`src/rtl/bcd_calendar_counter.sv`:
```
// ---------------------------------------------------------------------------
// bcd_calendar_counter
//   Clocked, loadable BCD date keeper for the RTC path. Holds day, month,
//   an N-digit BCD year and the day of week, and advances one day per tick
//   using the Gregorian leap rule for February.
//
// Parameters
//   YEAR_DIGITS  number of BCD year digits (4..8)
//   RESET_YEAR   BCD year after reset, zero-extended to the year width
//   RESET_DOW    day of week after reset (0=Sun .. 6=Sat)
//
// Ports
//   clk        rising-edge clock
//   reset_n    asynchronous active-low reset
//   tick       advance one day this cycle
//   load       load date from ld_* this cycle (priority over tick)
//   ld_day     BCD day {tens,ones}
//   ld_month   BCD month {tens,ones}
//   ld_year    BCD year, digit 0 in [3:0]
//   ld_dow     day of week 0..6
//   day        current BCD day 01..31
//   month      current BCD month 01..12
//   year       current BCD year
//   dow        current day of week
//   leap_year  current year is a leap year (combinational from year)
//   year_wrap  one-cycle pulse when the year rolls from all-9s to all-0s
//   load_err   one-cycle pulse when a load request is rejected
// ---------------------------------------------------------------------------
module bcd_calendar_counter #(
    parameter int          YEAR_DIGITS = 4,
    parameter logic [15:0] RESET_YEAR  = 16'h2000,
    parameter logic [2:0]  RESET_DOW   = 3'd6
) (
    input  logic                     clk,
    input  logic                     reset_n,
    input  logic                     tick,
    input  logic                     load,
    input  logic [7:0]               ld_day,
    input  logic [7:0]               ld_month,
    input  logic [4*YEAR_DIGITS-1:0] ld_year,
    input  logic [2:0]               ld_dow,
    output logic [7:0]               day,
    output logic [7:0]               month,
    output logic [4*YEAR_DIGITS-1:0] year,
    output logic [2:0]               dow,
    output logic                     leap_year,
    output logic                     year_wrap,
    output logic                     load_err
);

    localparam int YW = 4 * YEAR_DIGITS;
    localparam logic [YW-1:0] RESET_YEAR_EXT = YW'(RESET_YEAR);

    // Two-digit BCD value divisible by 4: even tens need ones 0/4/8,
    // odd tens need ones 2/6.
    function automatic logic bcd_div4(input logic [7:0] b);
        logic r;
        if (b[4] == 1'b0) begin
            r = (b[3:0] == 4'd0) || (b[3:0] == 4'd4) || (b[3:0] == 4'd8);
        end else begin
            r = (b[3:0] == 4'd2) || (b[3:0] == 4'd6);
        end
        return r;
    endfunction

    // Gregorian leap test using only the low four year digits.
    function automatic logic is_leap(input logic [YW-1:0] y);
        logic r;
        if (y[7:0] != 8'h00) begin
            r = bcd_div4(y[7:0]);
        end else begin
            r = bcd_div4(y[15:8]);
        end
        return r;
    endfunction

    // Month length in BCD; unknown months fall back to 31 and are filtered
    // elsewhere (loads validate the month separately).
    function automatic logic [7:0] month_len(input logic [7:0] m, input logic leap);
        logic [7:0] r;
        case (m)
            8'h04, 8'h06, 8'h09, 8'h11: r = 8'h30;
            8'h02:                      r = leap ? 8'h29 : 8'h28;
            default:                    r = 8'h31;
        endcase
        return r;
    endfunction

    // Two-digit BCD increment (callers never pass 99).
    function automatic logic [7:0] bcd2_inc(input logic [7:0] b);
        logic [7:0] r;
        if (b[3:0] == 4'd9) begin
            r = {b[7:4] + 4'd1, 4'd0};
        end else begin
            r = {b[7:4], b[3:0] + 4'd1};
        end
        return r;
    endfunction

    // N-digit BCD increment with ripple carry; MSB of the result is the
    // carry out of the top digit (all-9s rollover).
    function automatic logic [YW:0] year_inc(input logic [YW-1:0] y);
        logic [YW-1:0] r;
        logic          c;
        r = y;
        c = 1'b1;
        for (int i = 0; i < YEAR_DIGITS; i++) begin
            if (c && (y[4*i +: 4] == 4'd9)) begin
                r[4*i +: 4] = 4'd0;
            end else if (c) begin
                r[4*i +: 4] = y[4*i +: 4] + 4'd1;
                c = 1'b0;
            end else begin
                r[4*i +: 4] = y[4*i +: 4];
            end
        end
        return {c, r};
    endfunction

    // Every BCD digit of an N-digit value is 0..9.
    function automatic logic year_digits_ok(input logic [YW-1:0] y);
        logic ok;
        ok = 1'b1;
        for (int i = 0; i < YEAR_DIGITS; i++) begin
            if (y[4*i +: 4] > 4'd9) begin
                ok = 1'b0;
            end else begin
                ok = ok;
            end
        end
        return ok;
    endfunction

    logic [7:0]    day_r, month_r;
    logic [YW-1:0] year_r;
    logic [2:0]    dow_r;
    logic          year_wrap_r, load_err_r;

    logic [7:0]    day_s, month_s;
    logic [YW-1:0] year_s;
    logic [2:0]    dow_s;
    logic          year_wrap_s, load_err_s;

    logic          cur_leap_s, ld_leap_s, ld_ok_s;
    logic [7:0]    cur_len_s, ld_len_s;
    logic [YW:0]   year_inc_s;

    assign cur_leap_s = is_leap(year_r);
    assign cur_len_s  = month_len(month_r, cur_leap_s);
    assign year_inc_s = year_inc(year_r);

    assign ld_leap_s = is_leap(ld_year);
    assign ld_len_s  = month_len(ld_month, ld_leap_s);
    // Digit checks come first so the numeric BCD compares below are meaningful.
    assign ld_ok_s   = (ld_day[7:4] <= 4'd9) && (ld_day[3:0] <= 4'd9) &&
                       (ld_month[7:4] <= 4'd9) && (ld_month[3:0] <= 4'd9) &&
                       year_digits_ok(ld_year) &&
                       (ld_month >= 8'h01) && (ld_month <= 8'h12) &&
                       (ld_day >= 8'h01) && (ld_day <= ld_len_s) &&
                       (ld_dow <= 3'd6);

    // Next-state: load beats tick; a tick on the last day of the month rolls
    // the month, and on 31-12 also ripples the year.
    always_comb begin
        day_s       = day_r;
        month_s     = month_r;
        year_s      = year_r;
        dow_s       = dow_r;
        year_wrap_s = 1'b0;
        load_err_s  = 1'b0;
        if (load) begin
            if (ld_ok_s) begin
                day_s   = ld_day;
                month_s = ld_month;
                year_s  = ld_year;
                dow_s   = ld_dow;
            end else begin
                load_err_s = 1'b1;
            end
        end else if (tick) begin
            if (day_r < cur_len_s) begin
                day_s = bcd2_inc(day_r);
            end else begin
                day_s = 8'h01;
                if (month_r < 8'h12) begin
                    month_s = bcd2_inc(month_r);
                end else begin
                    month_s     = 8'h01;
                    year_s      = year_inc_s[YW-1:0];
                    year_wrap_s = year_inc_s[YW];
                end
            end
            dow_s = (dow_r >= 3'd6) ? 3'd0 : (dow_r + 3'd1);
        end else begin
            day_s = day_r;
        end
    end

    // Date state and status pulses.
    always_ff @(posedge clk or negedge reset_n) begin
        if (!reset_n) begin
            day_r       <= 8'h01;
            month_r     <= 8'h01;
            year_r      <= RESET_YEAR_EXT;
            dow_r       <= RESET_DOW;
            year_wrap_r <= 1'b0;
            load_err_r  <= 1'b0;
        end else begin
            day_r       <= day_s;
            month_r     <= month_s;
            year_r      <= year_s;
            dow_r       <= dow_s;
            year_wrap_r <= year_wrap_s;
            load_err_r  <= load_err_s;
        end
    end

    assign day       = day_r;
    assign month     = month_r;
    assign year      = year_r;
    assign dow       = dow_r;
    assign leap_year = cur_leap_s;
    assign year_wrap = year_wrap_r;
    assign load_err  = load_err_r;

endmodule
```
`config.mk`:
```
export PLATFORM = sky130hd
export DESIGN_NAME = bcd_calendar_counter
export DESIGN_NICKNAME = d
export VERILOG_FILES = /design/src/rtl/bcd_calendar_counter.sv
export SDC_FILE = /design/constraint.sdc
export NUM_CORES = 1
export LEC_CHECK = 0
export CORE_MARGIN = 2
export CORE_UTILIZATION = 43
export DETAILED_ROUTE_END_ITERATION = 10
export PLACE_DENSITY = 0.72
export SLEW_MARGIN = 25
export SYNTH_ARGS = -nofsm -noshare
export SYNTH_HDL_FRONTEND = slang
export SYNTH_SLANG_ARGS = --single-unit
export TNS_END_PERCENT = 100
```
`constraint.sdc`:
```
create_clock -name clk -period 6 [get_ports clk]
set_input_delay 1.2 -clock clk [delete_from_list [all_inputs] [get_ports clk]]
set_output_delay 1.2 -clock clk [all_outputs]
set_load 0.05 [all_outputs]
```
==> Yosys cells after proc, flatten, opt, wreduce, memory -nomap -nowiden <==
Cells that the tools add are included.
{ "word_totals": {"word_cells": 168, "ram_bits": 0, "inputBits": 39, "latch_bits": 0, "mem_count": 0, "romBits": 0, "output_inout_bits": 38, "reg_bits": 37} }
{ "op_classes": {"eq_ne": 37, "muxes": 51, "shift": 0, "reduce_logical": 44, "magnitude_cmp": 16, "multipliers": 0, "add_sub_neg": 9, "div": 0, "bitwise_logic": 0} }
{ "op_table": {"columns": ["cell", "n"], "rows": [
  ["$mux W8", 11],
  ["$mux W16", 5],
  ["$eq A4 B4 Y1 const B", 10],
  ["$add A4 B1 Y4 const B", 8],
  ["$eq A4 B3 Y1 const B", 8],
  ["$eq A8 B3 Y1 const B", 4],
  ["$mux W4", 7],
  ["$mux W1", 22],
  ["$pmux W5 S2", 2],
  ["$eq A4 B2 Y1 const B", 4],
  ["$eq A8 B2 Y1 const B", 2],
  ["$eq A8 B4 Y1 const B", 2],
  ["$eq A8 B5 Y1 const B", 2],
  ["$ge A8 B1 Y1 const B", 2],
  ["$gt A4 B4 Y1 const B", 4],
  ["$le A4 B4 Y1 const B", 4],
  ["$logic_not A4 Y1", 4],
  ["$reduce_bool A8 Y1", 2],
  ["$reduce_and A5 Y1", 3],
  ["$logic_and A1 B1 Y1", 12],
  ["$logic_or A1 B1 Y1", 12],
  ["$mux W3", 4],
  ["$reduce_bool A3 Y1", 3],
  ["$le A8 B5 Y1 const B", 1],
  ["14 further kinds", 19]
]} }

==> Longest topological paths before layout <==
Gate-level depths: netlist of the first run.
{ "depth": {"depth_word": 13, "depth_mapped": 14, "mapped_depth_nobuf": 13} }

==> Worst setup path before layout of the first run <==
No wires, ideal clock.
{ "synth_path": {"path_type": "input-to-reg", "startpoint": "input ld_month[3]", "endpoint": "register year_r[10], in the netlist year[10]", "setup_time_ns": 0.124, "setup_slack_ns": 1.915, "arrival_ns": 3.962, "cell_stages": 12, "path_buffers": 1, "cell_sequence": "or4_1 > nor2_1 > nand2_1 > o22a_1 > ha_1 > a32oi_1 > o311ai_0 > a31oi_4 > a211oi_4 > buf_4 > o211ai_1 > o2bb2ai_1"} }
{ "synth_via": {"elab_chain_cells": 10, "word_cells_on_any_way": 20, "classes_between": "order compare: 4; eq/ne: 6; mux: 1; reduce/logical: 9"} }
{ "synth_lines": {"columns": ["item", "line", "rtl"], "rows": [
  ["start: declaration", "39", "input logic [7:0] ld_month,"],
  ["branches (longest 6 deep; another with $le A8 B8 Y1)", null, null],
  ["$logic_and A1 B1 Y1 (*) (2 in a row)", "159", "(ld_day >= 8'h01) && (ld_day <= ld_len_s) &&"],
  ["$ne A2 B1 Y1 (no line) (*)", null, null],
  ["$reduce_and A5 Y1 (no line) (*)", null, null],
  ["end signal: assignment", "211", "year_r <= year_s;"],
  ["end: declaration", "135", "logic [YW-1:0] year_r;"]
]} }
Every way passes the cells marked *.
A chain may end at the register's enable or synchronous reset.

==> Worst setup path in the final report of the first run <==
{ "layout_path": {"startpoint": "input ld_month[4]", "endpoint": "register year_r[11], in the netlist year[11]"} }
{ "layout_via": {"elab_chain_cells": 11, "word_cells_on_any_way": 21, "classes_between": "order compare: 4; eq/ne: 6; mux: 1; reduce/logical: 10"} }
{ "layout_lines": {"columns": ["item", "line"], "rows": [
  ["branches (longest 7 deep; another with $le A8 B8 Y1)", null],
  ["$logic_and A1 B1 Y1 (*) (2 in a row)", "159"],
  ["$ne A2 B1 Y1 (no line) (*)", null],
  ["$reduce_and A5 Y1 (no line) (*)", null]
]} }
Marked as above.

==> summary.md, run 1 <==
| Metric | Value |
|---|---|
| Status | completed |
| Area delta synth->final | 29.9% |
| Iteration-0 DRC Markers | ~270 |
| Worst hold path type | flip-flop to flip-flop |
| Die Wd | around 86 µm |
| Worst-Skew Late Latency | 290 ps |
| ANT cells | 0 |
| Dpl cell area | between 3000 and 4000 µm² |
| Ports | 77 |
| Synthesized flop and latch total | 37 |
| Via count of the first global-routing pass | 2744 |
| Die height | between 80 and 90 µm |
| WP data arrival | roughly 5300 ps |
| Peak VDD IR | 0.000281 V |
| Finished Cell Area | between 3000 and 4000 µm² |
| Starting Density | 0.452 |
| Slew headroom | 0.444 |
| Mean post-synth cell area | about 8.5 µm² |
| Clock transition at path regs | ~80 ps |
| Setup Fix Bufs, Post-CTS | 0 |
| Most used cell, CP | nand2_1 |
| Slew Viols, Final | 0 |
| Max Freq | 0.196 GHz |
| Final HPWL from detailed placement | about 6.2 mm |
| Worst Path Required | ~6200 ps |
| Core area | roughly 6400 µm² |
| GRT Residual Overflow | 0 |
| WL final | between 8 and 9 mm |
| Seq pwr share | 0.317 |
| CP startpoint kind | input port |
| IO buf count | 76 |
| Crit share post-route | 0.850 |
| DR pass1 iterations | 4 |
| Root Buffer Master | clkbuf_8 |
| Setup Viol. Count Final | 0 |
| Cell internal pwr | approximately 0.00074 W |
| Hold Slack | between 500 and 600 ps |
| Most frequent cells in the layout | 75 x clkdlybuf4s50_1, 33 x nand2_1, 32 x dfrtp_1 |
| Clock buffer depth | 2 |
| Placer Congestion | around 0.83 |
| Comb power frac | 0.572 |
| EDFF count, synth | 0 |
| CTS H-tree depth | 2 |
| Worst Path Max Fanout | 24 |
| TritonCTS buffer count | 5 |
| Netlist cell types | 70 |
| Final Hold Fails | 0 |
| Pwr/cell area | 411 nW/µm² |
| Top FF cell, synth | dfrtp_1 |
| WP buf/inv | 1 |
| RSZ-0062 raised after global routing | false |
| Routed Antenna Nets | 0 |
| Nets | roughly 470 |
| Register area | approximately 930 µm² |
| CTS resizes | 0 |
| Leakage | 1.55 nW |
| Via/cell ratio | between 5 and 6 |
| Setup TNS | 0 ps |
| Final setup skew | about 11 ps |
| Fraction of registers with async set/reset | 1.00 |
| Final Instance Count excl. Fillers | between 400 and 500 |
| Post-layout power | roughly 0.0015 W |
| Total vias in the final route | between 2k and 3k |
| CP Cell Sequence | clkdlybuf4s50_1, or4_1, nor2_1, nand2_1, o22a_1, ha_1, a32oi_1, o311ai_0, a31oi_4, a211oi_4, nand2_1, o21ai_0 |
| FILL cells | 591 |
| First-pass GRT wire length | 13.6 mm |
| DIE AREA | 7420 µm² |
| Sw Share | 0.521 |
| Site Rows | 29 |
| Yosys warns | 0 |
| # DRC | 0 |
| Syn Nets | ~400 |
| Most common cell after layout, fill and taps aside | clkdlybuf4s50_1 |
| Critical path type | input port to flip-flop |
| CTS tree | built |
| Seq/Total Area, Yosys | 0.321 |
| Syn Std Cell Area | between 2000 and 3000 µm² |
| Final min period | 5100 ps |
| Clk pwr share | 0.111 |
| Slew at the pin closest to its max-slew limit | roughly 830 ps |
| Max Cap Violations | 0 |
| Sw power | 0.000806 W |
| Post-synthesis cell count | ~340 |
| Layout cells sized above 1 | 0.0726 |
| Clock sink total | 37 |
| Antenna violations before repair | 0 |
| Max incr delay on CP | ~690 ps |
| Family with the most delay on the worst path | compound AO/OA/AOI/OAI gates |
| Gr usage total | 0.229 |
| Critical Path Sink Type | flip-flop |
| Largest net degree at the start of global routing | 41 |
| Combined area of the multi-input logic cells | ~1800 µm² |
| CP max-delay cell | a211oi_4 |
| Placed Cells | just under 500 |
| CTS hold repair buffers | 0 |
| Per-cell routed wire length | 16.9 µm |
[final timing paths]
kind | from | end | slack [ps] | cells past startpoint
worst min register to register | dow[1]$_DFFE_PN1P_ | dow[1]$_DFFE_PN1P_ | 530 | 2
worst min-delay path | dow[1]$_DFFE_PN1P_ | dow[1]$_DFFE_PN1P_ | 530 | 2
max in group asynchronous | reset_n | month[6]$_DFFE_PN0P_ | 4460 | 1
worst max-delay path | ld_month[4] | year[11]$_DFFE_PN0P_ | 900 | 12
min in group asynchronous | reset_n | day[2]$_DFFE_PN0P_ | 1010 | 1
worst max register to register | month[3]$_DFFE_PN0P_ | year[14]$_DFFE_PN0P_ | 2880 | 9
[through the flow]
step	setup slack [ps]	utilization
floorplan	1910	-
global placement	780	0.574
detailed placement	619	0.574
CTS	906	0.587
global route	458	0.587
finish	901	0.587
[final cells by class]
cell class                      instances  share of cell area
Sequential cell                        37               0.247
Multi-Input combinational cell        266               0.478
Clock buffer                            6              0.0192
Timing Repair Buffer                   77               0.202
Tap cell                               77              0.0256
Clock inverter                          2             0.00266
Inverter                               25              0.0249
[registers in the layout, indices dropped and copies added, names as in the netlist]
signal,cells
year,16
day,8
month,8
dow,3
load_err,1
year_wrap,1
[kinds of logic after synthesis]
| family | count (synthesis) | share of synthesized area |
|---|---|---|
| buffers and inverters | 38 | 0.0578 |
| adder cells (fa/ha/maj) | 22 | 0.0949 |
| AO/OA/AOI/OAI | 115 | 0.281 |
| flip-flops | 37 | 0.321 |
| AND/OR/NAND/NOR | 123 | 0.222 |
| multiplexers | 6 | 0.0229 |
[synth_stat cells, types with 4 or more instances]
cell type / instances / area (µm²)
a211oi_1: 5 / 37.5
a21oi_1: 28 / 140
a31oi_1: 6 / 37.5
a32oi_1: 7 / 61.3
buf_2: 4 / 20.0
clkbuf_1: 4 / 15.0
dfrtp_1: 32 / 801
dfstp_2: 5 / 131
ha_1: 22 / 275
inv_1: 24 / 90.1
mux2i_1: 4 / 40.0
nand2_1: 33 / 124
nand3_1: 16 / 80.1
nor2_1: 25 / 93.8
nor3_1: 14 / 70.1
o21ai_0: 27 / 135
o31ai_1: 5 / 37.5
[power by group through the flow]
stage	Sequential (W)	Clock, W	Combinational (W)
after CTS	0.000487	0.000175	0.000889
after global placement	0.000488	0	0.000874
after detailed placement	0.000491	0	0.000886
after global routing	0.000509	0.000184	0.000953
final	0.000491	0.000172	0.000886
after floorplan	0.000726	0	0.000352
[tightest hold or removal path: cells and delay by family, from the launching register on]
| family | cells | cell delay, ps |
|---|---|---|
| flops | 1 | 400 |
| compound gates | 1 | 70 |
| simple gates | 1 | 60 |
[metal layers]
metal / share of wire / routed length, µm / vias to the layer above / GRT usage
met2: 0.46 / 3820 / 100 / 0.366
met1: 0.47 / 3900 / 1402 / 0.322
met4: 0.012 / 100 / 0 / 0.0577
met5: 0 / 0 / - / 0
met3: 0.054 / 449 / 8 / 0.0395
li1: - / - / 1423 / -
No activity file was read; power rests on OpenSTA's default activity.
==> run 2, diff against run 1 <==
- PLACE_DENSITY: 0.72 -> 0.75
- clock period: 6 -> 4.3 ns (I/O delays scaled with it)
==> run 2 against run 1 <==
Effect of this change:
- via count is 4.2% higher
- wire length is 1.1% higher
- final cell count is 1.8% higher
- clock skew is 4.8 ps lower
- count of clock-buffer cells in the layout is 2 higher
- critical path depth is 1 higher
- register-to-register slack worse by 1700 ps
- largest cell class unchanged
==> summary.md, run 2 (synthesis gave the netlist of run 1 again) <==
| Metric | Value |
|---|---|
| Final WS setup | between 400 and 500 ps |
| Routed Antenna Nets | 0 |
| R2r startpoint | month[3]$_DFFE_PN0P_ |
| Clock buffer depth | 2 |
| Die height | ~86 µm |
| RR Endpoint | day[2]$_DFFE_PN0P_ |
| CP max-delay cell | or4_1 |
| Cell count of the worst hold path | 2 |
| Site Rows | 29 |
| Setup Fix Bufs, Post-CTS | 0 |
| CTS hold repair buffers | 0 |
| Root Buffer Master | clkbuf_8 |
| CP Cell Sequence | clkdlybuf4s50_1, or4_1, nor2_1, nand2_1, o22a_1, ha_1, a32oi_1, o311ai_0, buf_4, a31oi_4, buf_4, or4b_1, o311ai_1 |
| CTS resizes | 0 |
| Worst Path Required | ~4500 ps |
| IO buf count | 76 |
| Largest net degree at the start of global routing | 38 |
| Antenna violations before repair | 0 |
| Slew headroom | 0.434 |
| Most used cell, CP | buf_4 |
| Hold path startpoint | day[6]$_DFFE_PN0P_ |
| Worst hold path type | flip-flop to flip-flop |
| RSZ-0062 raised after global routing | false |
| Area delta synth->final | 32.9% |
| Dpl cell area | 3770 µm² |
| Die Wd | 86.1 µm |
| Finished Cell Area | 3860 µm² |
| Final HPWL from detailed placement | between 6 and 7 mm |
| Hold Slack | 519 ps |
| Place WS | 152 ps |
| Core area | about 6400 µm² |
| Most frequent cells in the layout | 75 x clkdlybuf4s50_1, 33 x nand2_1, 32 x dfrtp_1 |
| Iteration-0 DRC Markers | between 200 and 250 |
| WL final | approximately 8.4 mm |
| WP data arrival | about 4100 ps |
| Max reg flops | 16 |
| GRT Residual Overflow | 0 |
| Setup Viol. Count Final | 0 |
| Crit share post-route | 0.898 |
| Final setup skew | about 6.2 ps |
| Total vias in the final route | 3056 |
| # DRC | 0 |
| Pwr/cell area | approximately 570 nW/µm² |
| Max Freq | between 0.2 and 0.3 GHz |
| Critical path type | input port to flip-flop |
| Worst-Skew Late Latency | 290 ps |
| Most common cell after layout, fill and taps aside | clkdlybuf4s50_1 |
| Utilization after layout | 0.601 |
| Slew Viols, Final | 0 |
| CTS tree | built |
| Critical Path Sink Type | flip-flop |
| TritonCTS buffer count | 5 |
| DIE AREA | 7420 µm² |
| Layout cells sized above 1 | 0.0900 |
| Setup TNS | 0 ps |
| First-pass GRT wire length | ~14 mm |
| CP startpoint kind | input port |
| Hold EP | day[6]$_DFFE_PN0P_ |
| Family with the most delay on the worst path | simple AND/OR/NAND/NOR gates |
| Final Hold Fails | 0 |
| Clock sink total | 37 |
| DR pass1 iterations | 7 |
| Placer Congestion | between 0.8 and 0.9 |
| Ports | between 70 and 80 |
| ANT cells | 0 |
| Peak VDD IR | approximately 0.00054 V |
| R2R Setup Slk | ~1200 ps |
| Max Cap Violations | 0 |
| Leakage | 1.60 nW |
| Final min period | slightly below 4000 ps |
| Status | completed |
| CTS H-tree depth | 2 |
| Via/cell ratio | roughly 6.1 |
| FF-to-FF path depth | 9 |
| Max incr delay on CP | about 570 ps |
| Slew at the pin closest to its max-slew limit | approximately 850 ps |
| Gr usage total | 0.229 |
| WP buf/inv | 3 |
| Worst Path Max Fanout | 8 |
| Starting Density | 0.452 |
| Via count of the first global-routing pass | 2830 |
| Clock transition at path regs | 70 ps |
| Nets | approximately 480 |
| Per-cell routed wire length | approximately 17 µm |
[run 2: cell count changes in the layout (fill, tap and decap cells not counted), sizes merged]
cell    delta
buf        +9
clkinv     -2
clkbuf     +2
[run 2: worst reg2reg max path, delay by kind of cell (launching register included)]
kind / cells / cell delay (ps)
AND/OR/NAND/NOR: 6 / 1770
AO/OA/AOI/OAI: 2 / 530
flip-flops: 1 / 470
adder cells (fa/ha/maj): 1 / 260
[run 2: how the worst max path moves through the flow]
stage / end / depth (start not counted) / startpoint
floorplan: year[10]$_DFFE_PN0P_ / 12 / ld_month[3]
global placement: day[2]$_DFFE_PN0P_ / 13 / ld_month[3]
detailed placement: day[2]$_DFFE_PN0P_ / 13 / ld_month[3]
CTS: day[2]$_DFFE_PN0P_ / 13 / ld_month[3]
global route: day[4]$_DFFE_PN0P_ / 15 / ld_year[11]
finish: day[2]$_DFFE_PN0P_ / 13 / ld_month[3]
[run 2: area by class of cell]
type,instances,area [µm²]
Multi-Input combinational cell,266,1800
Sequential cell,37,932
Fill cell,576,2560
Inverter,25,93.8
Clock buffer,8,90.1
Tap cell,77,96.3
Timing Repair Buffer,86,843
[run 2: routing by layer]
layer	vias to the layer above	track usage	part of all wire
met3	14	0.0414	0.064
met5	-	0	0
met2	116	0.372	0.47
met1	1484	0.315	0.45
li1	1442	-	-
met4	0	0.0592	0.014
[run 2: where the power goes]
part	total, W	switching, W	internal [W]
logic	0.00126	0.000797	0.000459
registers	0.000685	0.000211	0.000474
clock network	0.000253	0.000122	0.000131
total	0.00219	0.00113	0.00106
[run 2: stage by stage]
step                      power, W  instances
after floorplan            0.00150        341
after global placement     0.00191        491
after detailed placement   0.00193        491
after CTS                  0.00220        499
after global routing       0.00233        499
final                      0.00219        499
==> run 3, diff against run 2 <==
- CTS_CLUSTER_SIZE: default -> 10
==> results of run 3 <==
No change in the layout: final DEF, timing and power equal those of run 2.
